### src/rtl/goertzel_tone_gen_if.sv
// Stream/control bundle between the Goertzel tone generator and its user.
//   i_start/i_coef/i_seed : block request with resonator coefficient and seed
//   i_ready               : downstream ready
//   o_valid/o_sample/o_last : sample stream, o_last marks sample N-1
//   o_busy/o_done/o_ovf   : status (in block, end-of-block pulse, sticky overflow)
// The slave modport is the generator; the master modport is its user.
interface goertzel_tone_gen_if #(
  parameter int OW = 12,
  parameter int CW = 16
);
  logic                 i_start;
  logic signed [CW-1:0] i_coef;
  logic signed [OW-1:0] i_seed;
  logic                 i_ready;
  logic                 o_valid;
  logic signed [OW-1:0] o_sample;
  logic                 o_last;
  logic                 o_busy;
  logic                 o_done;
  logic                 o_ovf;

  modport slave (
    input  i_start, i_coef, i_seed, i_ready,
    output o_valid, o_sample, o_last, o_busy, o_done, o_ovf
  );

  modport master (
    output i_start, i_coef, i_seed, i_ready,
    input  o_valid, o_sample, o_last, o_busy, o_done, o_ovf
  );
endinterface

### src/rtl/goertzel_tone_gen.sv
// Zero-input 2nd-order resonator used as a sine source for the Goertzel detector.
// Emits blocks of N samples of A*sin(w*k) via s[k] = c*s[k-1] - s[k-2].
//   i_clk   : clock, rising edge
//   i_rst_n : synchronous active-low reset
//   bus     : slave side of goertzel_tone_gen_if (request, stream, status)
//
// state  | meaning
// -------+-----------------------------------------------------------
// S_IDLE | waiting for i_start; o_sample keeps the last value
// S_RUN  | presenting s[cnt]; advances on each o_valid & i_ready
module goertzel_tone_gen #(
  parameter int OW    = 12,
  parameter int N     = 60,
  parameter int CW    = 16,
  parameter int GUARD = 2
) (
  input logic               i_clk,
  input logic               i_rst_n,
  goertzel_tone_gen_if.slave bus
);
  localparam int IW   = OW + GUARD;
  localparam int XW   = CW + IW + 1;
  localparam int CNTW = $clog2(N);

  localparam logic [CNTW-1:0]      CNT_LAST = CNTW'(N - 1);
  localparam logic signed [XW-1:0] RND      = XW'(2 ** (CW - 3));
  localparam logic signed [XW-1:0] I_MAX    = XW'(2 ** (IW - 1) - 1);
  localparam logic signed [XW-1:0] I_MIN    = XW'(-(2 ** (IW - 1)));
  localparam logic signed [IW-1:0] O_MAX    = IW'(2 ** (OW - 1) - 1);
  localparam logic signed [IW-1:0] O_MIN    = IW'(-(2 ** (OW - 1)));

  typedef enum logic {S_IDLE, S_RUN} state_t;

  state_t               state_q, state_d;
  logic signed [CW-1:0] coef_q, coef_d;
  logic signed [IW-1:0] cur_q, cur_d;
  logic signed [IW-1:0] prv_q, prv_d;
  logic [CNTW-1:0]      cnt_q, cnt_d;
  logic                 ovf_q, ovf_d;
  logic                 done_q, done_d;

  logic signed [XW-1:0] coef_x, cur_x, prv_x, prod_w, nxt_w;
  logic signed [IW-1:0] nxt_sat, seed_x, out_sat;
  logic                 nxt_clip, nxt_oclip, xfer;

  // Datapath: full-width product, round-half-up arithmetic shift, then clamp.
  always_comb begin
    coef_x = $signed({{(XW-CW){coef_q[CW-1]}}, coef_q});
    cur_x  = $signed({{(XW-IW){cur_q[IW-1]}}, cur_q});
    prv_x  = $signed({{(XW-IW){prv_q[IW-1]}}, prv_q});
    seed_x = $signed({{GUARD{bus.i_seed[OW-1]}}, bus.i_seed});
    prod_w = coef_x * cur_x;
    nxt_w  = ((prod_w + RND) >>> (CW - 2)) - prv_x;

    nxt_clip = 1'b0;
    nxt_sat  = nxt_w[IW-1:0];
    if (nxt_w > I_MAX) begin
      nxt_sat  = I_MAX[IW-1:0];
      nxt_clip = 1'b1;
    end else if (nxt_w < I_MIN) begin
      nxt_sat  = I_MIN[IW-1:0];
      nxt_clip = 1'b1;
    end
    // The output clamp on the new cur is flagged when cur is loaded, so o_ovf
    // rises together with the first clamped sample.
    nxt_oclip = (nxt_sat > O_MAX) || (nxt_sat < O_MIN);

    out_sat = cur_q;
    if (cur_q > O_MAX)      out_sat = O_MAX;
    else if (cur_q < O_MIN) out_sat = O_MIN;
  end

  assign xfer = (state_q == S_RUN) && bus.i_ready;

  always_comb begin
    state_d = state_q;
    coef_d  = coef_q;
    cur_d   = cur_q;
    prv_d   = prv_q;
    cnt_d   = cnt_q;
    ovf_d   = ovf_q;
    done_d  = 1'b0;
    case (state_q)
      S_IDLE: begin
        if (bus.i_start) begin
          state_d = S_RUN;
          coef_d  = bus.i_coef;
          cur_d   = '0;
          prv_d   = -seed_x;   // s[-1] = -seed makes s[1] = seed
          cnt_d   = '0;
          ovf_d   = 1'b0;
        end
      end
      S_RUN: begin
        if (xfer) begin
          if (cnt_q == CNT_LAST) begin
            state_d = S_IDLE;
            done_d  = 1'b1;
          end else begin
            prv_d = cur_q;
            cur_d = nxt_sat;
            cnt_d = cnt_q + CNTW'(1);
            if (nxt_clip || nxt_oclip) ovf_d = 1'b1;
          end
        end
      end
      default: state_d = S_IDLE;
    endcase
  end

  always_ff @(posedge i_clk) begin
    if (!i_rst_n) begin
      state_q <= S_IDLE;
      coef_q  <= '0;
      cur_q   <= '0;
      prv_q   <= '0;
      cnt_q   <= '0;
      ovf_q   <= 1'b0;
      done_q  <= 1'b0;
    end else begin
      state_q <= state_d;
      coef_q  <= coef_d;
      cur_q   <= cur_d;
      prv_q   <= prv_d;
      cnt_q   <= cnt_d;
      ovf_q   <= ovf_d;
      done_q  <= done_d;
    end
  end

  assign bus.o_valid  = (state_q == S_RUN);
  assign bus.o_busy   = (state_q == S_RUN);
  assign bus.o_last   = (state_q == S_RUN) && (cnt_q == CNT_LAST);
  assign bus.o_sample = out_sat[OW-1:0];
  assign bus.o_done   = done_q;
  assign bus.o_ovf    = ovf_q;
endmodule
### src/flat_wrapper.sv
// flat-port wrapper written by rule: the top's interface ports become plain ports
module goertzel_tone_gen_flat 
#(
  parameter int OW    = 12,
  parameter int N     = 60,
  parameter int CW    = 16,
  parameter int GUARD = 2
)
  (i_clk, i_rst_n, bus_i_start, bus_i_coef, bus_i_seed, bus_i_ready, bus_o_valid, bus_o_sample, bus_o_last, bus_o_busy, bus_o_done, bus_o_ovf);
  goertzel_tone_gen_if #(.OW(OW), .CW(CW)) bus_i ();
  input logic i_clk;
  input logic i_rst_n;
  input wire logic [$bits(bus_i.i_start)-1:0] bus_i_start;
  input wire logic [$bits(bus_i.i_coef)-1:0] bus_i_coef;
  input wire logic [$bits(bus_i.i_seed)-1:0] bus_i_seed;
  input wire logic [$bits(bus_i.i_ready)-1:0] bus_i_ready;
  output wire logic [$bits(bus_i.o_valid)-1:0] bus_o_valid;
  output wire logic [$bits(bus_i.o_sample)-1:0] bus_o_sample;
  output wire logic [$bits(bus_i.o_last)-1:0] bus_o_last;
  output wire logic [$bits(bus_i.o_busy)-1:0] bus_o_busy;
  output wire logic [$bits(bus_i.o_done)-1:0] bus_o_done;
  output wire logic [$bits(bus_i.o_ovf)-1:0] bus_o_ovf;
  assign bus_i.i_start = bus_i_start;
  assign bus_i.i_coef = bus_i_coef;
  assign bus_i.i_seed = bus_i_seed;
  assign bus_i.i_ready = bus_i_ready;
  assign bus_o_valid = bus_i.o_valid;
  assign bus_o_sample = bus_i.o_sample;
  assign bus_o_last = bus_i.o_last;
  assign bus_o_busy = bus_i.o_busy;
  assign bus_o_done = bus_i.o_done;
  assign bus_o_ovf = bus_i.o_ovf;
  goertzel_tone_gen #(.OW(OW), .N(N), .CW(CW), .GUARD(GUARD)) u_core (.i_clk(i_clk), .i_rst_n(i_rst_n), .bus(bus_i));
endmodule
### config.mk
export PLATFORM = sky130hd
export DESIGN_NAME = goertzel_tone_gen_flat
export DESIGN_NICKNAME = d
export VERILOG_FILES = /design/src/rtl/goertzel_tone_gen_if.sv /design/src/rtl/goertzel_tone_gen.sv /design/src/flat_wrapper.sv
export SDC_FILE = /design/constraint.sdc
export NUM_CORES = 1
export LEC_CHECK = 0
export ABC_AREA = 1
export BUFFER_PORTS_ARGS = -buffer_cell sky130_fd_sc_hd__buf_2
export CAP_MARGIN = 20
export CORE_ASPECT_RATIO = 1.1
export CORE_MARGIN = 8
export CORE_UTILIZATION = 60
export CTS_BUF_LIST = sky130_fd_sc_hd__clkbuf_2
export DETAILED_ROUTE_END_ITERATION = 7
export PLACE_DENSITY = 0.84
export SLEW_MARGIN = 20
export SYNTH_ARGS = -nofsm -noshare
export SYNTH_HDL_FRONTEND = slang
export SYNTH_SLANG_ARGS = --single-unit
### constraint.sdc
create_clock -name i_clk -period 7.6 [get_ports i_clk]
set_input_delay 0 -clock i_clk [delete_from_list [all_inputs] [get_ports i_clk]]
set_output_delay 0 -clock i_clk [all_outputs]
set_load 0.02 [all_outputs]
# After elaboration in Yosys (flattened, before gate mapping)
# Index checks and enable logic that the tools add are counted.
op_classes:
  n_eq_ne: 5
  mul: 1
  reduce_logical: 8
  order_cmp: 6
  addsub: 4
  bitwise: 1
  mux: 28
op_table:
  columns: ["operator", "count"]
  rows:
  - ["two-way mux 14 bit", 8]
  - ["case mux 14 bit (2 select lines)", 2]
  - ["adder 30 x 15 -> 31 bit (second input constant)", 1]
  - ["> comparator 31 x 14 -> 1 bit (second input constant)", 1]
  - ["< comparator 31 x 14 -> 1 bit (second input constant)", 1]
  - ["multiplier 16 x 14 -> 30 bit", 1]
  - ["> comparator 14 x 12 -> 1 bit (second input constant)", 2]
  - ["< comparator 14 x 12 -> 1 bit (second input constant)", 2]
  - ["two-way mux 12 bit", 2]
  - ["two-way mux 6 bit", 3]
  - ["subtractor 17 x 14 -> 18 bit", 1]
  - ["negation 12 -> 14 bit", 1]
  - ["case mux 6 bit (2 select lines)", 1]
  - ["two-way mux 1 bit", 10]
  - ["!= test 2 bit (second input constant)", 4]
  - ["adder 6 x 1 -> 6 bit (second input constant)", 1]
  - ["equality test 6 bit (second input constant)", 1]
  - ["AND reduction 3 bit", 2]
  - ["case mux 1 bit (2 select lines)", 2]
  - ["AND reduction 4 bit", 1]
  - ["logical AND 1 bit", 2]
  - ["logical OR 1 bit", 2]
  - ["AND reduction 2 bit", 1]
  - ["NOT 1 bit", 1]
totals:
  in_bits: 32
  word_cells: 60
  register_bits: 53
  out_inout_bits: 17

# Depth between registers and ports, before layout
depth:
  depth_word: 13
  ltp_mapped: 45
  mapped_depth_nobuf: 43

# Worst setup path after synthesis
# Ideal clock, no wire load.
synth_path:
  path_type: "register -> register"
  start: "register u_core.cur_q[3]"
  end: "register u_core.cur_q[3]"
  n_path_buf: 3
  path_slack_ns: 0.204
  synth_period_minus_slack_ns: 7.396
  arrival_time_ns: 7.269
  setup_ns: 0.128
  stages_incl_launch_ff: 33
  required_time_ns: 7.472
  path_cell_list: "dfxtp_1 > clkbuf_1 > clkbuf_1 > nand2_1 > fa_1 > inv_1 > fa_1 > fa_1 > fa_1 > inv_1 > fa_1 > fa_1 > inv_1 > ha_1 > inv_1 > nor3_1 > and2_1 > a221oi_1 > nand2_1 > xor2_1 > ha_1 > inv_1 > o31ai_1 > nor2_1 > nand2_1 > nand2_1 > nand2_1 > o21ai_2 > nand2_1 > clkinv_1 > buf_6 > a21oi_1 > nor2_1"
synth_between:
  elab_chain_cells: 9
  elab_cells_between_ends: 10
  cone_classes: "add/sub: 2; mul: 1; order compare: 2; mux: 5"
synth_lines:
  columns: ["item", "line_no", "source"]
  rows:
  - ["start, declared", "goertzel_tone_gen.sv:36", "logic signed [IW-1:0] cur_q, cur_d;"]
  - ["start signal, assigned", "goertzel_tone_gen.sv:123", "cur_q <= cur_d;"]
  - ["multiplier 16 x 14 -> 30 bit *", "goertzel_tone_gen.sv:52", "prod_w = coef_x * cur_x;"]
  - ["adder 30 x 15 -> 31 bit *", "goertzel_tone_gen.sv:53", "nxt_w = ((prod_w + RND) >>> (CW - 2)) - prv_x;"]
  - ["subtractor 17 x 14 -> 18 bit *", "goertzel_tone_gen.sv:53", null]
  - ["< comparator 31 x 14 -> 1 bit", "goertzel_tone_gen.sv:60", "end else if (nxt_w < I_MIN) begin"]
  - ["two-way mux 14 bit", "goertzel_tone_gen.sv:60", null]
  - ["two-way mux 14 bit *", "goertzel_tone_gen.sv:57", "if (nxt_w > I_MAX) begin"]
  - ["two-way mux 14 bit *", "goertzel_tone_gen.sv:96", "if (cnt_q == CNT_LAST) begin"]
  - ["two-way mux 14 bit *", "goertzel_tone_gen.sv:95", "if (xfer) begin"]
  - ["case mux 14 bit (2 select lines) *", "goertzel_tone_gen.sv:83", "case (state_q)"]
# Every way passes the cells marked *; elsewhere a longest branch is shown, timed or not. The select of a mux whose other input is x is not followed.
# A chain may end at the register's enable or synchronous reset.

# Worst setup path in the final report
layout_path:
  start: "register u_core.coef_q[15]"
  end: "register u_core.cur_q[6]"
layout_between:
  elab_chain_cells: 9
  elab_cells_between_ends: 10
  cone_classes: "add/sub: 2; mul: 1; order compare: 2; mux: 5"
layout_lines:
  columns: ["item", "line_no", "source"]
  rows:
  - ["start, declared", "goertzel_tone_gen.sv:35", "logic signed [CW-1:0] coef_q, coef_d;"]
  - ["start signal, assigned", "goertzel_tone_gen.sv:122", "coef_q <= coef_d;"]
  - ["multiplier 16 x 14 -> 30 bit *", "goertzel_tone_gen.sv:52", null]
  - ["adder 30 x 15 -> 31 bit *", "goertzel_tone_gen.sv:53", null]
  - ["subtractor 17 x 14 -> 18 bit *", "goertzel_tone_gen.sv:53", null]
  - ["< comparator 31 x 14 -> 1 bit", "goertzel_tone_gen.sv:60", null]
  - ["two-way mux 14 bit", "goertzel_tone_gen.sv:60", null]
  - ["two-way mux 14 bit *", "goertzel_tone_gen.sv:57", null]
  - ["two-way mux 14 bit *", "goertzel_tone_gen.sv:96", null]
  - ["two-way mux 14 bit *", "goertzel_tone_gen.sv:95", null]
  - ["case mux 14 bit (2 select lines) *", "goertzel_tone_gen.sv:83", null]
# Marks and branches as above.

==> results.md <==
- FFs w/ async S/R, synth: 0%
- Yosys reg bits: 53
- Dpl ws: -0.227 ns
- Worst-path maximum fanout: 8
- Final min period: 7.53 ns
- Hold crit path type: in -> reg
- Commonest non-fill, non-tap cell in the layout: inv_1
- Worst reg-to-reg path cell count: 32
- Critical path's top delay family: adder cells
- Critical Path Start Type: flip-flop
- Worst r2r src: u_core.coef_q[15]$_SDFFE_PN0P_
- Setup crit start: u_core.coef_q[15]$_SDFFE_PN0P_
- Power Internal: 2580 uW
- DP Wirelength: 26700 um
- H-tree depth: 2
- Layout cells sized above 1: between 10% and 20%
- CTS root buffer: clkbuf_2
- Synth cell types: 44
- Sequential Power Share: 6.5%
- Rows: 55
- Peak supply drop: 733 uV
- Total CTS buffers: 5
- WS Path Type: reg -> reg
- Total die area: ~26000 um^2
- Final net count: approximately 2200
- Final max-slew violation count: 0
- Routed Antenna Nets: 0
- CTS Buffer Depth: 2
- Slowest CP cell: fa_2
- Worst Setup EP: u_core.cur_q[6]$_SDFFE_PN0P_
- Pleak: roughly 0.0085 uW
- Sw power: 3400 uW
- Clock sink count: 53
- Least-Margin Pin Slew: 1.04 ns
- Worst-path clk slew: 0.35 ns
- # IOs: 49
- Combinational power share: 91.2%
- Final hold violations: 0
- Number of remaining DRC errors: 0
- Area growth syn-to-layout: 18.7%
- Mapped Cells: 1682
- Final core utilization: 72.1%
- Clock Skew: 0.0459 ns
- Pwr Density: 404 nW/um^2
- Most frequent cells in the layout: inv_1, nand2_1, fa_1, nor2_1, ha_1
- Final setup viols: 0
- Cell Area, Synth: 12500 um^2
- Initial antenna violation count: 2
- Post-synth top flop: dfxtp_1
- Final Worst Setup Slack: slightly below 0.07 ns
- Global-route wire length before repair: 56200 um
- Port buffer count: 48
- Placer Congestion: 0.937
- CP Data Required Time: around 8 ns
- Reg2Reg Setup Slack: 0.07 ns
- Max_cap viols: 0
- Part of the cycle the worst path needs: 99.1%
- Relative slew margins: 30.2%
- Top cell by count, worst path: fa_1
- R2R Path End: u_core.cur_q[6]$_SDFFE_PN0P_
- Switching Share: a little under three fifths
- Via count: 11600
- CP max stage delay: between 0.6 and 0.7 ns
- Worst Setup End Kind: flip-flop
- Status: finished clean
- WP data arrival: 7.96 ns
- Synth warn: 0
- Core area: 20500 um^2
- Post-Route Setup TNS: 0 ns
- GRT Residual Overflow: 0
- Sequential area share after synthesis: approximately 8.5%
- Avg Cell Area, Syn: 7.41 um^2
- Critical path depth: 32
- Vias in the first global route: approximately 12000
- EDFF count, synth: 0
- Clk_lat worst skew: 0.53 ns
- Largest net degree at the start of global routing: 29
- Clk pwr share: approximately 2.3%
- Avg WL per Cell: about 18 um
- CTS tree: built
- Drt first pass iters: 8
- Fmax: 133 MHz
- Die Wd: 153 um
- First DRT Iteration DRCs: 1107
- Net count after synthesis: ~2000
- Total length of routed wires: 36500 um
- GRT Total Usage: 27.0%
- Die height: 167 um
- Initial Utilization: 60.8%
- Worst path bufs/invs: 6
- Post-DR vias/cell: ~5.6
-- stage by stage --
step | hold WS (ns) | total power [uW] | instances | area, um^2
2_1_floorplan | 0.103 | 3630 | 1682 | 12500
3_3_place_gp | 0.206 | 4750 | 1988 | 13400
3_5_place_dp | 0.215 | 4850 | 1988 | 13400
4_1_cts | 0.0392 | 5040 | 2045 | 13900
5_1_grt | 0.0679 | 6520 | 2069 | 14800
6_report | 0.0655 | 5980 | 2069 | 14800
-- routing by layer --
layer | vias up | track usage, % | share of wire, %
li1 | 5175 | - | -
met1 | 5518 | 31.7 | 35
met2 | 645 | 46.9 | 49
met3 | 228 | 3.66 | 8.0
met4 | 0 | 16.0 | 8.0
met5 | - | 0 | 0
-- kinds of logic (layout without fill, tap and decap cells) --
| logic type | Yosys count | in the layout | share of synthesized area [%] |
|---|---|---|---|
| and+or+nand+nor | 546 | 546 | 17.3 |
| buffers and inverters | 536 | 665 | 16.4 |
| adders and majority gates | 336 | 336 | 47.2 |
| AOI/OAI and AO/OA | 174 | 174 | 7.96 |
| DFF | 53 | 53 | 8.52 |
| xor gates and xnor gates | 37 | 37 | 2.60 |
| other | 0 | 2 | 0 |
-- synth_stat cells (2+ instances only) --
master,instances,share of area [%]
dfxtp_1,53,8.5
ha_1,112,11
nand3b_1,2,0.12
buf_4,2,0.12
buf_6,3,0.27
nor2_1,104,3.1
o22ai_1,13,0.65
a31oi_1,7,0.35
o21ai_0,45,1.8
inv_1,470,14
xor2_1,25,1.8
clkbuf_1,52,1.6
o211ai_1,3,0.18
o31ai_1,3,0.18
nand2_1,388,12
a21oi_1,81,3.3
clkinv_1,3,0.090
a211oi_1,2,0.12
nand4_1,2,0.10
a221oi_1,5,0.35
nor4_1,2,0.10
fa_1,224,36
o221ai_1,4,0.28
nand3_1,28,1.1
buf_2,3,0.12
o21bai_1,3,0.18
buf_1,2,0.060
nand2_2,3,0.15
xnor2_1,12,0.84
o21ai_2,3,0.21
or2_2,5,0.25
nor3_1,6,0.24
-- worst register-to-register path, delay by kind of cell (launching register included) --
family / cells / cell delay (ns)
AOI/OAI and AO/OA: 7 / 1.28
adders and majority gates: 8 / 3.96
buffers and inverters: 6 / 0.63
DFF: 1 / 0.51
and+or+nand+nor: 10 / 0.91
xor gates and xnor gates: 1 / 0.15
-- worst min-delay path by stage --
stage | end | startpoint | slack [ns] | cells past startpoint
finish | u_core.prv_q[1]$_SDFFE_PN0P_ | bus_i_start | 0.07 | 5
global route | u_core.coef_q[0]$_SDFFE_PN0P_ | bus_i_start | 0.07 | 4
CTS | u_core.coef_q[0]$_SDFFE_PN0P_ | bus_i_start | 0.04 | 4
detailed placement | u_core.bus.o_busy$_SDFF_PN0_ | bus_i_ready | 0.22 | 2
global placement | u_core.bus.o_busy$_SDFF_PN0_ | bus_i_ready | 0.21 | 2
floorplan | u_core.bus.o_busy$_SDFF_PN0_ | bus_i_ready | 0.10 | 1
-- layout make-up --
type / count / area [um^2]
well taps: 256 / 320
inverters: 474 / 1790
diodes: 2 / 5.00
repair buffers: 182 / 1540
fillers: 1446 / 5720
clock inverters: 3 / 21.3
repair inverters: 1 / 7.51
flip-flops and latches: 53 / 1120
multi-input cells: 1093 / 9960
clock buffers: 5 / 25.0
-- flip-flops by register name, indices dropped and copies added, names as in the netlist --
signal	cells
u_core.cur_q	14
u_core.coef_q	16
u_core.cnt_q	6
u_core.bus.o_busy	1
u_core.bus.o_done	1
u_core.prv_q	14
u_core.bus.o_ovf	1
-- power groups by stage --
| stage | logic (uW) | clock network (uW) | registers [uW] |
|---|---|---|---|
| floorplan | 3290 | 0 | 343 |
| global placement | 4370 | 0 | 379 |
| detailed placement | 4470 | 0 | 381 |
| CTS | 4530 | 134 | 378 |
| global route | 5990 | 143 | 387 |
| finish | 5450 | 137 | 386 |
-- timing repair --
item,4_1_cts,5_1_grt
setup buffers,1,20
gates cloned,0,2
endpoints found under the hold margin,31,0
hold buffers,48,0
endpoints found under the setup margin,12,14
resized for setup,15,171
pin swaps,0,89
Note: power is estimated with default switching activity, not from simulation.
